$ cat config.mk
export PLATFORM = sky130hd
export DESIGN_NAME = mem_port_arbiter
export DESIGN_NICKNAME = d
export VERILOG_FILES = /design/src/rtl/mem_port_arbiter.sv
export SDC_FILE = /design/constraint.sdc
export NUM_CORES = 1
export LEC_CHECK = 0
export CORE_AREA = 2 2 111 113
export CTS_CLUSTER_SIZE = 10
export DETAILED_ROUTE_END_ITERATION = 10
export DIE_AREA = 0 0 113 115
export DONT_BUFFER_PORTS = 1
export PLACE_DENSITY_LB_ADDON = 0.1
export SYNTH_ARGS = -nofsm -noshare
export SYNTH_HDL_FRONTEND = slang
export SYNTH_SLANG_ARGS = --single-unit
$ cat constraint.sdc
create_clock -name clk -period 1.92 [get_ports clk]
set_clock_uncertainty 0.05 [all_clocks]
set_input_delay 0.384 -clock clk [delete_from_list [all_inputs] [get_ports clk]]
set_output_delay 0.384 -clock clk [all_outputs]
set_load 0.005 [all_outputs]
$ cat src/rtl/mem_port_arbiter.sv
// Purpose : arbitrates an instruction-fetch port and a load/store port onto one shared memory port (round-robin on contention).
// Latency : request sampled at edge N -> mem_en in cycle N+1 -> done pulse in cycle N+2 (zero-wait memory); next grant at edge N+3.
// Backpressure: requesters hold req until their done pulse; memory stalls via mem_ready, bounded by TIMEOUT wait cycles (then err + done).
//
// Ports:
//   clk, clr                 clock, asynchronous active-low reset
//   if_req/if_addr           fetch request and read address
//   if_done/if_rdata         fetch completion pulse and fetched word (0 on timeout)
//   ls_req/ls_we/ls_addr/ls_wdata  load/store request, write enable, address, write data
//   ls_done/ls_rdata         load/store completion pulse and load data (held across writes, 0 on timeout)
//   asid/mem_asid            address-space ID, captured at grant
//   mem_en/mem_we/mem_addr/mem_wdata/mem_rdata/mem_ready  shared memory port
//   err/err_src              timeout pulse and timed-out source (0 = fetch, 1 = load/store)
module mem_port_arbiter #(
    parameter int unsigned TIMEOUT = 15
) (
    input  logic        clk,
    input  logic        clr,
    input  logic        if_req,
    input  logic [31:0] if_addr,
    output logic        if_done,
    output logic [31:0] if_rdata,
    input  logic        ls_req,
    input  logic        ls_we,
    input  logic [31:0] ls_addr,
    input  logic [31:0] ls_wdata,
    output logic        ls_done,
    output logic [31:0] ls_rdata,
    input  logic [7:0]  asid,
    output logic [7:0]  mem_asid,
    output logic        mem_en,
    output logic        mem_we,
    output logic [31:0] mem_addr,
    output logic [31:0] mem_wdata,
    input  logic [31:0] mem_rdata,
    input  logic        mem_ready,
    output logic        err,
    output logic        err_src
);

    localparam logic [7:0] TIMEOUT_CNT = 8'(TIMEOUT);

    typedef enum logic [1:0] {
        IDLE  = 2'd0,
        FETCH = 2'd1,
        DATA  = 2'd2,
        RESP  = 2'd3
    } state_t;

    state_t      state, state_d;
    logic        last_gnt, last_gnt_d;     // 1 = load/store won the last grant
    logic [7:0]  wait_cnt, wait_cnt_d;
    logic [7:0]  wait_inc;

    logic        if_done_d, ls_done_d, err_d, err_src_d;
    logic [31:0] if_rdata_d, ls_rdata_d;
    logic        mem_en_d, mem_we_d;
    logic [31:0] mem_addr_d, mem_wdata_d;
    logic [7:0]  mem_asid_d;

    always_ff @(posedge clk or negedge clr) begin
        if (!clr) begin
            state     <= IDLE;
            last_gnt  <= 1'b1;   // first contended grant goes to fetch
            wait_cnt  <= 8'd0;
            if_done   <= 1'b0;
            ls_done   <= 1'b0;
            err       <= 1'b0;
            err_src   <= 1'b0;
            if_rdata  <= 32'h0;
            ls_rdata  <= 32'h0;
            mem_en    <= 1'b0;
            mem_we    <= 1'b0;
            mem_addr  <= 32'h0;
            mem_wdata <= 32'h0;
            mem_asid  <= 8'h0;
        end else begin
            state     <= state_d;
            last_gnt  <= last_gnt_d;
            wait_cnt  <= wait_cnt_d;
            if_done   <= if_done_d;
            ls_done   <= ls_done_d;
            err       <= err_d;
            err_src   <= err_src_d;
            if_rdata  <= if_rdata_d;
            ls_rdata  <= ls_rdata_d;
            mem_en    <= mem_en_d;
            mem_we    <= mem_we_d;
            mem_addr  <= mem_addr_d;
            mem_wdata <= mem_wdata_d;
            mem_asid  <= mem_asid_d;
        end
    end

    always_comb begin
        state_d     = state;
        last_gnt_d  = last_gnt;
        wait_cnt_d  = wait_cnt;
        wait_inc    = wait_cnt + 8'd1;
        if_done_d   = 1'b0;
        ls_done_d   = 1'b0;
        err_d       = 1'b0;
        err_src_d   = err_src;
        if_rdata_d  = if_rdata;
        ls_rdata_d  = ls_rdata;
        mem_en_d    = mem_en;
        mem_we_d    = mem_we;
        mem_addr_d  = mem_addr;
        mem_wdata_d = mem_wdata;
        mem_asid_d  = mem_asid;

        case (state)
            IDLE: begin
                // Fetch wins when alone, or when contended and ls won last time.
                if (if_req && (!ls_req || last_gnt)) begin
                    state_d     = FETCH;
                    last_gnt_d  = 1'b0;
                    wait_cnt_d  = 8'd0;
                    mem_en_d    = 1'b1;
                    mem_we_d    = 1'b0;
                    mem_addr_d  = if_addr;
                    mem_wdata_d = 32'h0;
                    mem_asid_d  = asid;
                end else if (ls_req) begin
                    state_d     = DATA;
                    last_gnt_d  = 1'b1;
                    wait_cnt_d  = 8'd0;
                    mem_en_d    = 1'b1;
                    mem_we_d    = ls_we;
                    mem_addr_d  = ls_addr;
                    mem_wdata_d = ls_wdata;
                    mem_asid_d  = asid;
                end
            end

            FETCH, DATA: begin
                if (mem_en && mem_ready) begin
                    state_d  = RESP;
                    mem_en_d = 1'b0;
                    if (state == FETCH) begin
                        if_done_d  = 1'b1;
                        if_rdata_d = mem_rdata;
                    end else begin
                        ls_done_d = 1'b1;
                        // Stores leave the last load value in place.
                        if (!mem_we) begin
                            ls_rdata_d = mem_rdata;
                        end
                    end
                end else if (wait_inc == TIMEOUT_CNT) begin
                    // mem_en has now been high for TIMEOUT cycles without mem_ready.
                    state_d   = RESP;
                    mem_en_d  = 1'b0;
                    err_d     = 1'b1;
                    err_src_d = (state == DATA);
                    if (state == FETCH) begin
                        if_done_d  = 1'b1;
                        if_rdata_d = 32'h0;
                    end else begin
                        ls_done_d  = 1'b1;
                        ls_rdata_d = 32'h0;
                    end
                end else begin
                    wait_cnt_d = wait_inc;
                end
            end

            RESP: begin
                state_d = IDLE;
            end

            default: begin
                state_d = IDLE;
            end
        endcase
    end

endmodule

-- Word-level counts from Yosys, hierarchy flattened
Cells that the tools add are included.
- reduce and logical (&&, ||, !) cells: 16
- equality and inequality tests: 9
- bitwise gates (word level): 2
- multiplexer cells: 44
- add/sub/neg operators: 1
- operators by type and width (kind ; count):
    two-way mux 32 bit ; 13
    two-way mux 8 bit ; 6
    two-way mux 1 bit ; 18
    one-hot mux 8 bit (2 select lines) ; 1
    AND reduction 3 bit ; 3
    adder 8 x 1 -> 8 bit (second input constant) ; 1
    == test 8 x 4 -> 1 bit (second input constant) ; 1
    two-way mux 2 bit ; 4
    AND reduction 4 bit ; 2
    != test 2 bit (second input constant) ; 3
    != test 3 bit (second input constant) ; 2
    one-hot mux 2 bit (3 select lines) ; 1
    nonzero test 2 bit ; 3
    == test 2 bit (second input constant) ; 2
    AND reduction 2 bit ; 2
    == test 2 x 1 -> 1 bit (second input constant) ; 1
    logical AND 1 bit ; 2
    logical NOT 2 bit ; 1
    inverter 1 bit ; 2
    one-hot mux 1 bit (2 select lines) ; 1
    OR reduction 2 bit ; 1
    logical NOT 1 bit ; 1
    logical OR 1 bit ; 1
- logic and storage cells: 86
- bits in registers: 153
- bits of input ports: 142
- output and inout port bits: 142

-- Logic depth before layout (Yosys ltp)
Gate-level depths: netlist (run 1).
- depth after elaboration: 5
- gate-level depth with buffers: 8
- gate-level depth less buffers: 7

-- Worst setup path before layout (run 1)
No wires, ideal clock.
- kind: reg-to-reg
- start: reg wait_cnt[0]
- end: reg err_src
- cell stages (with the launch flop): 7
- buffers on the path: 0
- path slack: -22 ps
- data required time: 1745 ps
- library setup time: 125 ps
- arrival: 1767 ps
- path through: dfrtp_1 ha_1 xor2_1 nand4b_2 nor3b_2 and2_1 mux2_2
- cells in the longest elaborated chain, start to end: 3
- ends and longest elaborated chain (what ; RTL line ; text):
    start: declaration ; 52 ; logic [7:0] wait_cnt, wait_cnt_d;
    start signal: assignment ; 80 ; wait_cnt <= wait_cnt_d;
    adder 8 x 1 -> 8 bit ; 99 ; wait_inc = wait_cnt + 8'd1;
    == test 8 x 4 -> 1 bit ; 150 ; end else if (wait_inc == TIMEOUT_CNT) begin
    AND reduction 3 bit (no source line) ; n/a ;
    end signal: assignment ; 84 ; err_src <= err_src_d;
    end: declaration ; 38 ; output logic err_src
No other way between the ends.
A chain may end at the register's enable or synchronous reset.

-- Worst setup path after layout (run 1)
- start: reg wait_cnt[0]
- end: reg ls_rdata[6]
- cells in the longest elaborated chain, start to end: 4
- ends and longest elaborated chain (what ; RTL line ; text):
    adder 8 x 1 -> 8 bit ; 99 ;
    == test 8 x 4 -> 1 bit ; 150 ;
    nonzero test 2 bit (no source line) ; n/a ;
    AND reduction 4 bit (no source line) ; n/a ;
    end signal: assignment ; 86 ; ls_rdata <= ls_rdata_d;
    end: declaration ; 28 ; output logic [31:0] ls_rdata,
No other way between the ends.

==> results.sh, run 1 <==
export IMPL_fmax_mhz=532
export IMPL_start_util=0.522
export IMPL_area_growth_pct=16.3
export IMPL_synth_top_cell_area_share=0.617
export IMPL_crit_start="wait_cnt[0]$_DFFE_PN0P_"
export IMPL_grt_pass1_vias=3890
export IMPL_cp_depth=7
export IMPL_die_area_um2=13000
export IMPL_cpMaxStageDelayCell="dfrtp_1"
export IMPL_p_leak_nw=3.47
export IMPL_synth_warnings=0
export IMPL_setup_viol=0
export IMPL_grt_pass1_wl_um=21600
export IMPL_synth_distinct_cells=42
export IMPL_maxCapViolCount=0
export IMPL_max_vdd_ir_drop_uv=798
export IMPL_start_kind="flop"
export IMPL_grt_max_degree=154
export IMPL_die_height_um=115
export IMPL_synth_edf_count=0
export IMPL_nNetsFinal=640
export IMPL_stdcell_area_um2=7170
export IMPL_ys_seq_area_frac=0.621
export IMPL_total_power_mw=13.0
export IMPL_holdWs_ns=-0.386
export IMPL_violations="DRC, hold timing"
export IMPL_path_buf_inv=1
export IMPL_reg2reg_slack_ns=0.04
export IMPL_path_max_fanout=8
export IMPL_reg2reg_from="wait_cnt[0]$_DFFE_PN0P_"
export IMPL_crit_type="reg -> reg"
export IMPL_ys_ff_latch=153
export IMPL_synth_most_common_cell="dfrtp_1"
export IMPL_cts_max_level=4
export IMPL_via_per_inst=6.08
export IMPL_clockBufferDepth=2
export IMPL_multiInputGateArea_um2=2220
export IMPL_antenna_left=0
export IMPL_dp_final_hpwl_um=10200
export IMPL_cts_buffers=17
export IMPL_cts_tree="built"
export IMPL_grt_total_usage=0.218
export IMPL_hold_violations=153
export IMPL_placed_area_um2=6430
export IMPL_crit_arrival_ns=2.13
export IMPL_clk_insertion_delay_late_ns=0.41
export IMPL_core_area_um2=11800
export IMPL_numPortBuffers=0
export IMPL_final_layout_size_suffix_gt1_frac=0.174
export IMPL_wl_um=14700
export IMPL_utilization=0.607
export IMPL_instances_no_fill=654
export IMPL_crit_family="simple AND/OR/NAND/NOR gates"
export IMPL_yosysTopAreaCell="dfrtp_1"
export IMPL_r2r_end="ls_rdata[6]$_DFFE_PN0P_"
export IMPL_vias=3978
export IMPL_rows=40
export IMPL_outcome="finished, violations left"
export IMPL_dominantRegCellSynth="dfrtp_1"
export IMPL_period_needed_ns=1.88
export IMPL_maxSlewHeadroom=0.739
export IMPL_yosys_top_cells_area="dfrtp_1 62%, a22o_1 14%, mux2i_1 5.4%, o21ai_0 3.1%, nand2_1 2.8%"
export IMPL_end_kind="flop"
export IMPL_clk_pin_slew_ns=0.06
export IMPL_wl_per_cell_um=22.5
export IMPL_io_pins=284
export IMPL_worst_pin_slew_ns=0.391
export IMPL_regArea_um2=3830
export IMPL_async_reset_ff_frac=1.00
export IMPL_gp_congestion=0.786
export IMPL_dr_pass1_iters=8
export IMPL_worstPathCellList="ha_2, xor2_2, nand4b_4, nor3b_4, o21bai_4, clkbuf_16, a22o_1"
export IMPL_placed_cells=617
export IMPL_n_fill_cell=936
export IMPL_die_w_um=113
export IMPL_reg2regPathDepth=7
export IMPL_required_ns=2.17
export IMPL_cts_sinks=153
export IMPL_yosys_top_cells_count="152 x dfrtp_1, 98 x a22o_1, 46 x nand2_1"
export IMPL_drc=17
export IMPL_syn_nets=630
export IMPL_syn_inst=483
export IMPL_rsz0062_at_grt="yes"
export IMPL_finalCritPeriodShare=0.979
export IMPL_antenna_found_initial=1
export IMPL_final_max_slew_viol_count=0
export IMPL_max_stage_delay_ns=0.38
export IMPL_netlist_area_um2=6170
export IMPL_first_iter_violations=358
export IMPL_root_buffer="clkbuf_16"
export IMPL_crit_end="ls_rdata[6]$_DFFE_PN0P_"
export IMPL_postSynthAreaPerCell_um2=12.8
export IMPL_power_density_nw_per_um2=1820
export IMPL_grt_overflow=0
export IMPL_hold_class="in -> async"
==> sequential cells by signal, indices dropped and copies added (netlist names), 2 cells and up <==
name	count
if_rdata	32
ls_rdata	32
mem_addr	32
mem_asid	8
mem_wdata	32
state	2
wait_cnt	8
==> layout make-up <==
cell class	count	area share
Sequential cell	153	0.534
Clock buffer	20	0.0623
Inverter	7	0.00366
Tap cell	147	0.0256
Clock inverter	12	0.0230
Antenna cell	1	0.000349
Timing Repair Buffer	28	0.0410
Multi-Input combinational cell	286	0.310
==> routing by layer <==
layer	up-vias	track usage	wire, µm
li1	1800	-	-
met1	1969	0.269	5640
met2	197	0.339	7380
met3	12	0.0859	1420
met4	0	0.102	247
met5	-	0	0
==> cells by family (layout without fill, tap and decap cells) <==
kind of cell / Yosys count / in the layout / share of synthesized area
other: 0 / 1 / 0
flip-flops: 153 / 153 / 0.621
buffers and inverters: 44 / 67 / 0.0367
multiplexers: 42 / 42 / 0.0700
AND/OR/NAND/NOR: 78 / 78 / 0.0604
XOR/XNOR: 2 / 2 / 0.00406
adder cells (fa/ha/maj): 5 / 5 / 0.0101
AO/OA/AOI/OAI: 159 / 159 / 0.198
==> power by group <==
| part | leakage (nW) | switching [mW] | internal (mW) |
|---|---|---|---|
| combinational | 1.23 | 1.78 | 1.85 |
| sequential | 1.94 | 1.31 | 4.70 |
| clock | 0.294 | 1.30 | 2.10 |
==> placed cells by master (no fill, tap or decap), types with 2 or more instances in the layout <==
| cell type | n |
|---|---|
| mux2_2 | 8 |
| a21oi_1 | 6 |
| ha_1 | 2 |
| nand3_1 | 6 |
| nor4_1 | 2 |
| nor3_1 | 2 |
| ha_2 | 2 |
| clkbuf_16 | 18 |
| bufinv_16 | 3 |
| buf_4 | 21 |
| clkbuf_1 | 2 |
| a22o_1 | 98 |
| nand2b_1 | 3 |
| inv_6 | 3 |
| clkinvlp_4 | 2 |
| nor2_1 | 6 |
| mux2i_1 | 33 |
| dfrtp_1 | 152 |
| nor3_2 | 2 |
| buf_12 | 5 |
| clkinv_4 | 2 |
| o21ai_0 | 37 |
| o211ai_1 | 6 |
| inv_1 | 7 |
| o21ai_4 | 3 |
| nand2_1 | 45 |
==> per-stage QoR <==
step	setup slack [ns]	hold WS, ns	setup TNS (ns)
floorplan	-0.00328	0.0384	-0.00328
global placement	0.0431	0.0414	0
detailed placement	0.00670	0.0415	0
CTS	0.00402	-0.405	0
global route	-0.0746	-0.412	-1.85
finish	0.0396	-0.386	0
==> how the worst min path moves through the flow <==
stage	to
floorplan	err$_DFF_PN0_
global placement	mem_asid[2]$_DFFE_PN0P_
finish	mem_asid[2]$_DFFE_PN0P_
global route	mem_addr[11]$_DFFE_PN0P_
CTS	mem_wdata[14]$_DFFE_PN0P_
detailed placement	mem_asid[2]$_DFFE_PN0P_
==> what timing repair did <==
| item | 4_1_cts | 5_1_grt |
|---|---|---|
| gates resized for setup | 0 | 13 |
| endpoints found under the hold margin | 153 | 153 |
| setup endpoints to repair | 0 | 71 |
| buffers inserted | 0 | 2 |
Note: power is estimated with default switching activity, not from simulation.
==> run 2, diff against run 1 <==
--- a/config.mk
+++ b/config.mk
@@ -10,6 +10,7 @@
 export DETAILED_ROUTE_END_ITERATION = 10
 export DIE_AREA = 0 0 113 115
 export DONT_BUFFER_PORTS = 1
+export HOLD_SLACK_MARGIN = 0.03
 export PLACE_DENSITY_LB_ADDON = 0.1
 export SYNTH_ARGS = -nofsm -noshare
 export SYNTH_HDL_FRONTEND = slang
==> results.sh, run 2 (synthesis gave the netlist of run 1 again) <==
export IMPL_vias=4071
export IMPL_power_switching_mw=4.42
export IMPL_die_area_um2=13000
export IMPL_core_area_um2=11800
export IMPL_hold_class="in -> async"
export IMPL_multiInputGateArea_um2=2220
export IMPL_fmax_mhz=533
export IMPL_crit_arrival_ns=2.13
export IMPL_grt_total_usage=0.220
export IMPL_clockPowerShare=0.260
export IMPL_worstPathCellList="ha_2, xor2_2, nand4b_4, nor3b_4, o21bai_4, buf_12, a22o_1"
export IMPL_n_fill_cell=928
export IMPL_cpMaxStageDelayCell="dfrtp_1"
export IMPL_total_power_mw=13.1
export IMPL_clockBufferDepth=2
export IMPL_antenna_left=0
export IMPL_first_iter_violations=398
export IMPL_start_kind="flop"
export IMPL_instances_no_fill=669
export IMPL_die_w_um=113
export IMPL_comb_power_share=0.280
export IMPL_final_max_slew_viol_count=0
export IMPL_wl_um=15000
export IMPL_dp_final_hpwl_um=10200
export IMPL_gp_congestion=0.786
export IMPL_regArea_um2=3830
export IMPL_reg2regPathDepth=7
export IMPL_cts_tree="built"
export IMPL_outcome="finished, violations left"
export IMPL_rows=40
export IMPL_path_max_fanout=16
export IMPL_cts_buffers=17
export IMPL_p_leak_nw=3.53
export IMPL_required_ns=2.17
export IMPL_nNetsFinal=655
export IMPL_setup_viol=0
export IMPL_wl_per_cell_um=22.4
export IMPL_crit_type="reg -> reg"
export IMPL_drc=17
export IMPL_reg2reg_from="wait_cnt[0]$_DFFE_PN0P_"
export IMPL_holdWs_ns=-0.380
export IMPL_die_height_um=115
export IMPL_power_frac_seq=0.459
export IMPL_reg2reg_slack_ns=0.04
export IMPL_p_int_mw=8.67
export IMPL_clk_insertion_delay_late_ns=0.41
export IMPL_end_kind="flop"
export IMPL_r2r_end="ls_rdata[8]$_DFFE_PN0P_"
export IMPL_grt_pass1_wl_um=21800
export IMPL_rsz0062_at_grt="yes"
export IMPL_grt_pass1_vias=3931
export IMPL_antenna_found_initial=1
export IMPL_final_common_cell="dfrtp_1"
export IMPL_numPortBuffers=0
export IMPL_worst_pin_slew_ns=0.394
export IMPL_max_stage_delay_ns=0.38
export IMPL_start_util=0.522
export IMPL_cts_sinks=153
export IMPL_crit_end="ls_rdata[8]$_DFFE_PN0P_"
export IMPL_max_vdd_ir_drop_uv=799
export IMPL_dr_pass1_iters=10
export IMPL_placed_cells=617
export IMPL_grt_max_degree=154
export IMPL_violations="DRC, hold timing"
export IMPL_root_buffer="clkbuf_16"
export IMPL_maxSlewHeadroom=0.736
export IMPL_power_density_nw_per_um2=1790
export IMPL_io_pins=284
export IMPL_grt_overflow=0
export IMPL_cts_max_level=4
export IMPL_finalCritPeriodShare=0.978
export IMPL_swShare=0.338
export IMPL_clk_pin_slew_ns=0.06
export IMPL_area_growth_pct=18.7
export IMPL_crit_start="wait_cnt[0]$_DFFE_PN0P_"
export IMPL_via_per_inst=6.09
export IMPL_hold_violations=153
export IMPL_layout_common_cells="152 x dfrtp_1, 98 x a22o_1, 45 x nand2_1"
export IMPL_period_needed_ns=1.88
export IMPL_final_layout_size_suffix_gt1_frac=0.169
export IMPL_maxCapViolCount=0
[run 2: cell types whose count changed in the layout (fill, tap and decap cells not counted), sizes merged]
cell,previous run,this run
dlygate4sd3,0,15
[run 2: worst min-delay path by stage]
stage	from	to	slack, ns	depth (start not counted)
2_1_floorplan	clr	err$_DFF_PN0_	0.04	0
3_3_place_gp	clr	mem_asid[2]$_DFFE_PN0P_	0.04	0
3_5_place_dp	clr	mem_asid[2]$_DFFE_PN0P_	0.04	0
4_1_cts	clr	mem_wdata[14]$_DFFE_PN0P_	-0.40	0
5_1_grt	clr	mem_addr[11]$_DFFE_PN0P_	-0.41	0
6_report	clr	mem_asid[2]$_DFFE_PN0P_	-0.38	0
[run 2: metal layers]
metal,vias to the layer above,track usage,share of wire
met5,-,0,0
met4,0,0.0935,0.020
met3,19,0.0843,0.095
met2,207,0.350,0.50
met1,2019,0.271,0.38
li1,1826,-,-
[run 2: power by group through the flow]
| stage | combinational, mW | clock (mW) | sequential (mW) |
|---|---|---|---|
| CTS | 3.50 | 3.49 | 6.03 |
| global placement | 3.33 | 0 | 6.06 |
| detailed placement | 3.48 | 0 | 6.05 |
| finish | 3.67 | 3.41 | 6.02 |
| global route | 4.11 | 3.62 | 6.17 |
| floorplan | 2.76 | 0 | 5.59 |
[run 2: timing repair]
action,CTS,global route
buffers inserted,0,2
endpoints found under the hold margin,163,158
hold buffers,10,5
setup endpoints to repair,0,71
gates resized for setup,0,13
[run 2: cell type report]
class                           instances  share of cell area
Clock buffer                           20              0.0610
Sequential cell                       153               0.523
Multi-Input combinational cell        286               0.304
Inverter                                7             0.00359
Tap cell                              147              0.0251
Timing Repair Buffer                   43              0.0607
Antenna cell                            1            0.000342
Clock inverter                         12              0.0226
[run 2: through the flow]
stage	hold slack (ns)	cell area, µm²	setup TNS, ns	utilization	setup WS, ns
2_1_floorplan	0.0384	6180	-0.00328	-	-0.00328
5_1_grt	-0.413	7320	-1.86	0.620	-0.0748
3_5_place_dp	0.0415	6430	0	0.545	0.00670
3_3_place_gp	0.0414	6430	0	0.545	0.0431
4_1_cts	-0.405	7140	0	0.605	0.00402
6_report	-0.380	7320	0	0.620	0.0421
[run 2: critical path, delay by kind of cell (launching register included)]
kind            cells  cell delay (ns)
flops               1             0.38
buf+inv             1             0.17
xor+xnor            1             0.19
simple gates        2             0.44
compound gates      2             0.32
fa+ha+maj           1             0.21
==> run 3, diff against run 2 <==
==> config.mk (replaced) <==
export PLATFORM = sky130hd
export DESIGN_NAME = mem_port_arbiter
export DESIGN_NICKNAME = d
export VERILOG_FILES = /design/src/rtl/mem_port_arbiter.sv
export SDC_FILE = /design/constraint.sdc
export NUM_CORES = 1
export LEC_CHECK = 0
export CORE_ASPECT_RATIO = 2
export CORE_UTILIZATION = 37
export CTS_CLUSTER_SIZE = 10
export DETAILED_ROUTE_END_ITERATION = 10
export HOLD_SLACK_MARGIN = 0.03
export PLACE_DENSITY_LB_ADDON = 0.1
export SKIP_CTS_REPAIR_TIMING = 1
export SYNTH_ARGS = -nofsm -noshare
export SYNTH_HDL_FRONTEND = slang
export SYNTH_SLANG_ARGS = --single-unit
==> results.sh, run 3 (synthesis gave the netlist of run 1 again) <==
export IMPL_outcome="complete, no violations"
export IMPL_nNetsFinal=931
export IMPL_via_per_inst=5.13
export IMPL_swShare=0.307
export IMPL_grt_total_usage=0.207
export IMPL_reg2reg_slack_ns=0.03
export IMPL_cpMaxStageDelayCell="dfrtp_1"
export IMPL_placed_cells=966
export IMPL_antenna_cells=0
export IMPL_dr_pass1_iters=4
export IMPL_cts_max_level=4
export IMPL_core_area_um2=16300
export IMPL_start_kind="flop"
export IMPL_reg2reg_from="wait_cnt[6]$_DFFE_PN0P_"
export IMPL_start_util=0.379
export IMPL_r2r_end="ls_rdata[0]$_DFFE_PN0P_"
export IMPL_area_growth_pct=65.2
export IMPL_wl_um=17500
export IMPL_grt_max_degree=59
export IMPL_clockPowerShare=0.213
export IMPL_finalCritPeriodShare=0.985
export IMPL_hold_violations=0
export IMPL_maxCapViolCount=0
export IMPL_grt_pass1_wl_um=27400
export IMPL_stdcell_area_um2=10200
export IMPL_pre_cts_slack_ns=-0.128
export IMPL_rsz0062_at_grt="yes"
export IMPL_drc=0
export IMPL_final_layout_size_suffix_gt1_frac=0.123
export IMPL_cts_sinks=153
export IMPL_wl_per_cell_um=17.5
export IMPL_final_max_slew_viol_count=0
export IMPL_path_max_fanout=16
export IMPL_reg2regPathDepth=6
export IMPL_power_frac_seq=0.344
export IMPL_fmax_mhz=529
export IMPL_clk_insertion_delay_late_ns=0.42
export IMPL_power_switching_mw=4.96
export IMPL_cts_tree="built"
export IMPL_rows=66
export IMPL_die_w_um=93.3
export IMPL_die_height_um=185
export IMPL_final_common_cell="clkdlybuf4s50_1"
export IMPL_dp_final_hpwl_um=12700
export IMPL_tns_ns=0
export IMPL_comb_power_share=0.443
export IMPL_max_vdd_ir_drop_uv=963
export IMPL_die_area_um2=17200
export IMPL_vias=5136
export IMPL_worstPathCellList="nor3_1, nand4b_4, nor3b_4, o21bai_4, clkbuf_16, a22o_1"
export IMPL_end_kind="flop"
export IMPL_p_leak_nw=4.60
export IMPL_hold_class="in -> async"
export IMPL_antenna_found_initial=0
export IMPL_grt_overflow=0
export IMPL_grt_pass1_vias=5414
export IMPL_placed_area_um2=9470
export IMPL_p_int_mw=11.2
export IMPL_instances_no_fill=1001
export IMPL_period_needed_ns=1.89
export IMPL_clk_pin_slew_ns=0.06
export IMPL_crit_arrival_ns=2.14
export IMPL_worst_pin_slew_ns=0.464
export IMPL_maxSlewHeadroom=0.690
export IMPL_antenna_left=0
export IMPL_crit_type="reg -> reg"
export IMPL_required_ns=2.17
export IMPL_utilization=0.626
export IMPL_io_pins=284
export IMPL_setup_viol=0
export IMPL_first_iter_violations=182
export IMPL_root_buffer="clkbuf_16"
export IMPL_gp_congestion=0.788
export IMPL_layout_common_cells="282 x clkdlybuf4s50_1, 152 x dfrtp_1, 98 x a22o_1"
export IMPL_numPortBuffers=283
export IMPL_clockBufferDepth=2
export IMPL_cts_buffers=17
export IMPL_max_stage_delay_ns=0.41
export IMPL_finalWorstSetupSlack_ns=0.0297
export IMPL_power_density_nw_per_um2=1580
[run 3: cell types whose count changed in the layout (fill, tap and decap cells not counted), sizes merged]
cell / previous run / this run
buf: 27 / 35
clkbuf: 21 / 19
clkdlybuf4s50: 0 / 282
clkinv: 3 / 7
diode: 1 / 0
dlygate4sd3: 15 / 1
inv: 11 / 9
[run 3: layer usage]
metal	global-route usage	up-vias	routed length (µm)
met4	0.102	0	526
met5	0	-	0
met1	0.223	2509	6330
met3	0.0495	27	1110
li1	-	2375	-
met2	0.373	225	9560
[run 3: power groups by stage]
stage / clock [mW] / combinational (mW) / sequential [mW]
after floorplan: 0 / 2.76 / 5.59
after global placement: 0 / 6.94 / 5.53
after detailed placement: 0 / 7.06 / 5.58
after CTS: 3.55 / 7.10 / 5.57
after global routing: 3.67 / 7.74 / 5.72
final: 3.45 / 7.15 / 5.55
[run 3: layout make-up]
type                    instances  area [µm²]
fillers                      1345        6080
repair buffers                319        3250
inverters                       7        26.3
multi-input cells             286        2220
flip-flops and latches        153        3830
well taps                     204         255
clock buffers                  18         439
clock inverters                14         173
[run 3: worst max-delay path, delay by kind of cell (launching register included)]
| family | cells | cell delay (ns) |
|---|---|---|
| AND/OR/NAND/NOR | 3 | 0.81 |
| flip-flops | 1 | 0.41 |
| AO/OA/AOI/OAI | 2 | 0.29 |
| buffers and inverters | 1 | 0.19 |
[run 3: worst max path at each step]
| stage | start | to | slack (ns) | cells after the start |
|---|---|---|---|---|
| final | wait_cnt[6]$_DFFE_PN0P_ | ls_rdata[0]$_DFFE_PN0P_ | 0.03 | 6 |
| after global routing | wait_cnt[0]$_DFFE_PN0P_ | ls_rdata[16]$_DFFE_PN0P_ | -0.04 | 7 |
| after CTS | wait_cnt[0]$_DFFE_PN0P_ | wait_cnt[0]$_DFFE_PN0P_ | -0.10 | 7 |
| after detailed placement | if_req | wait_cnt[0]$_DFFE_PN0P_ | -0.13 | 6 |
| after global placement | if_req | wait_cnt[0]$_DFFE_PN0P_ | -0.09 | 6 |
| after floorplan | wait_cnt[0]$_DFFE_PN0P_ | err_src$_DFFE_PN0P_ | -0.003 | 6 |
[run 3: per-stage QoR]
step | power, mW | hold WS (ns)
after floorplan | 8.35 | 0.0384
after global placement | 12.5 | 0.299
after detailed placement | 12.6 | 0.307
after CTS | 16.2 | -0.148
after global routing | 17.1 | 0.453
final | 16.1 | 0.424
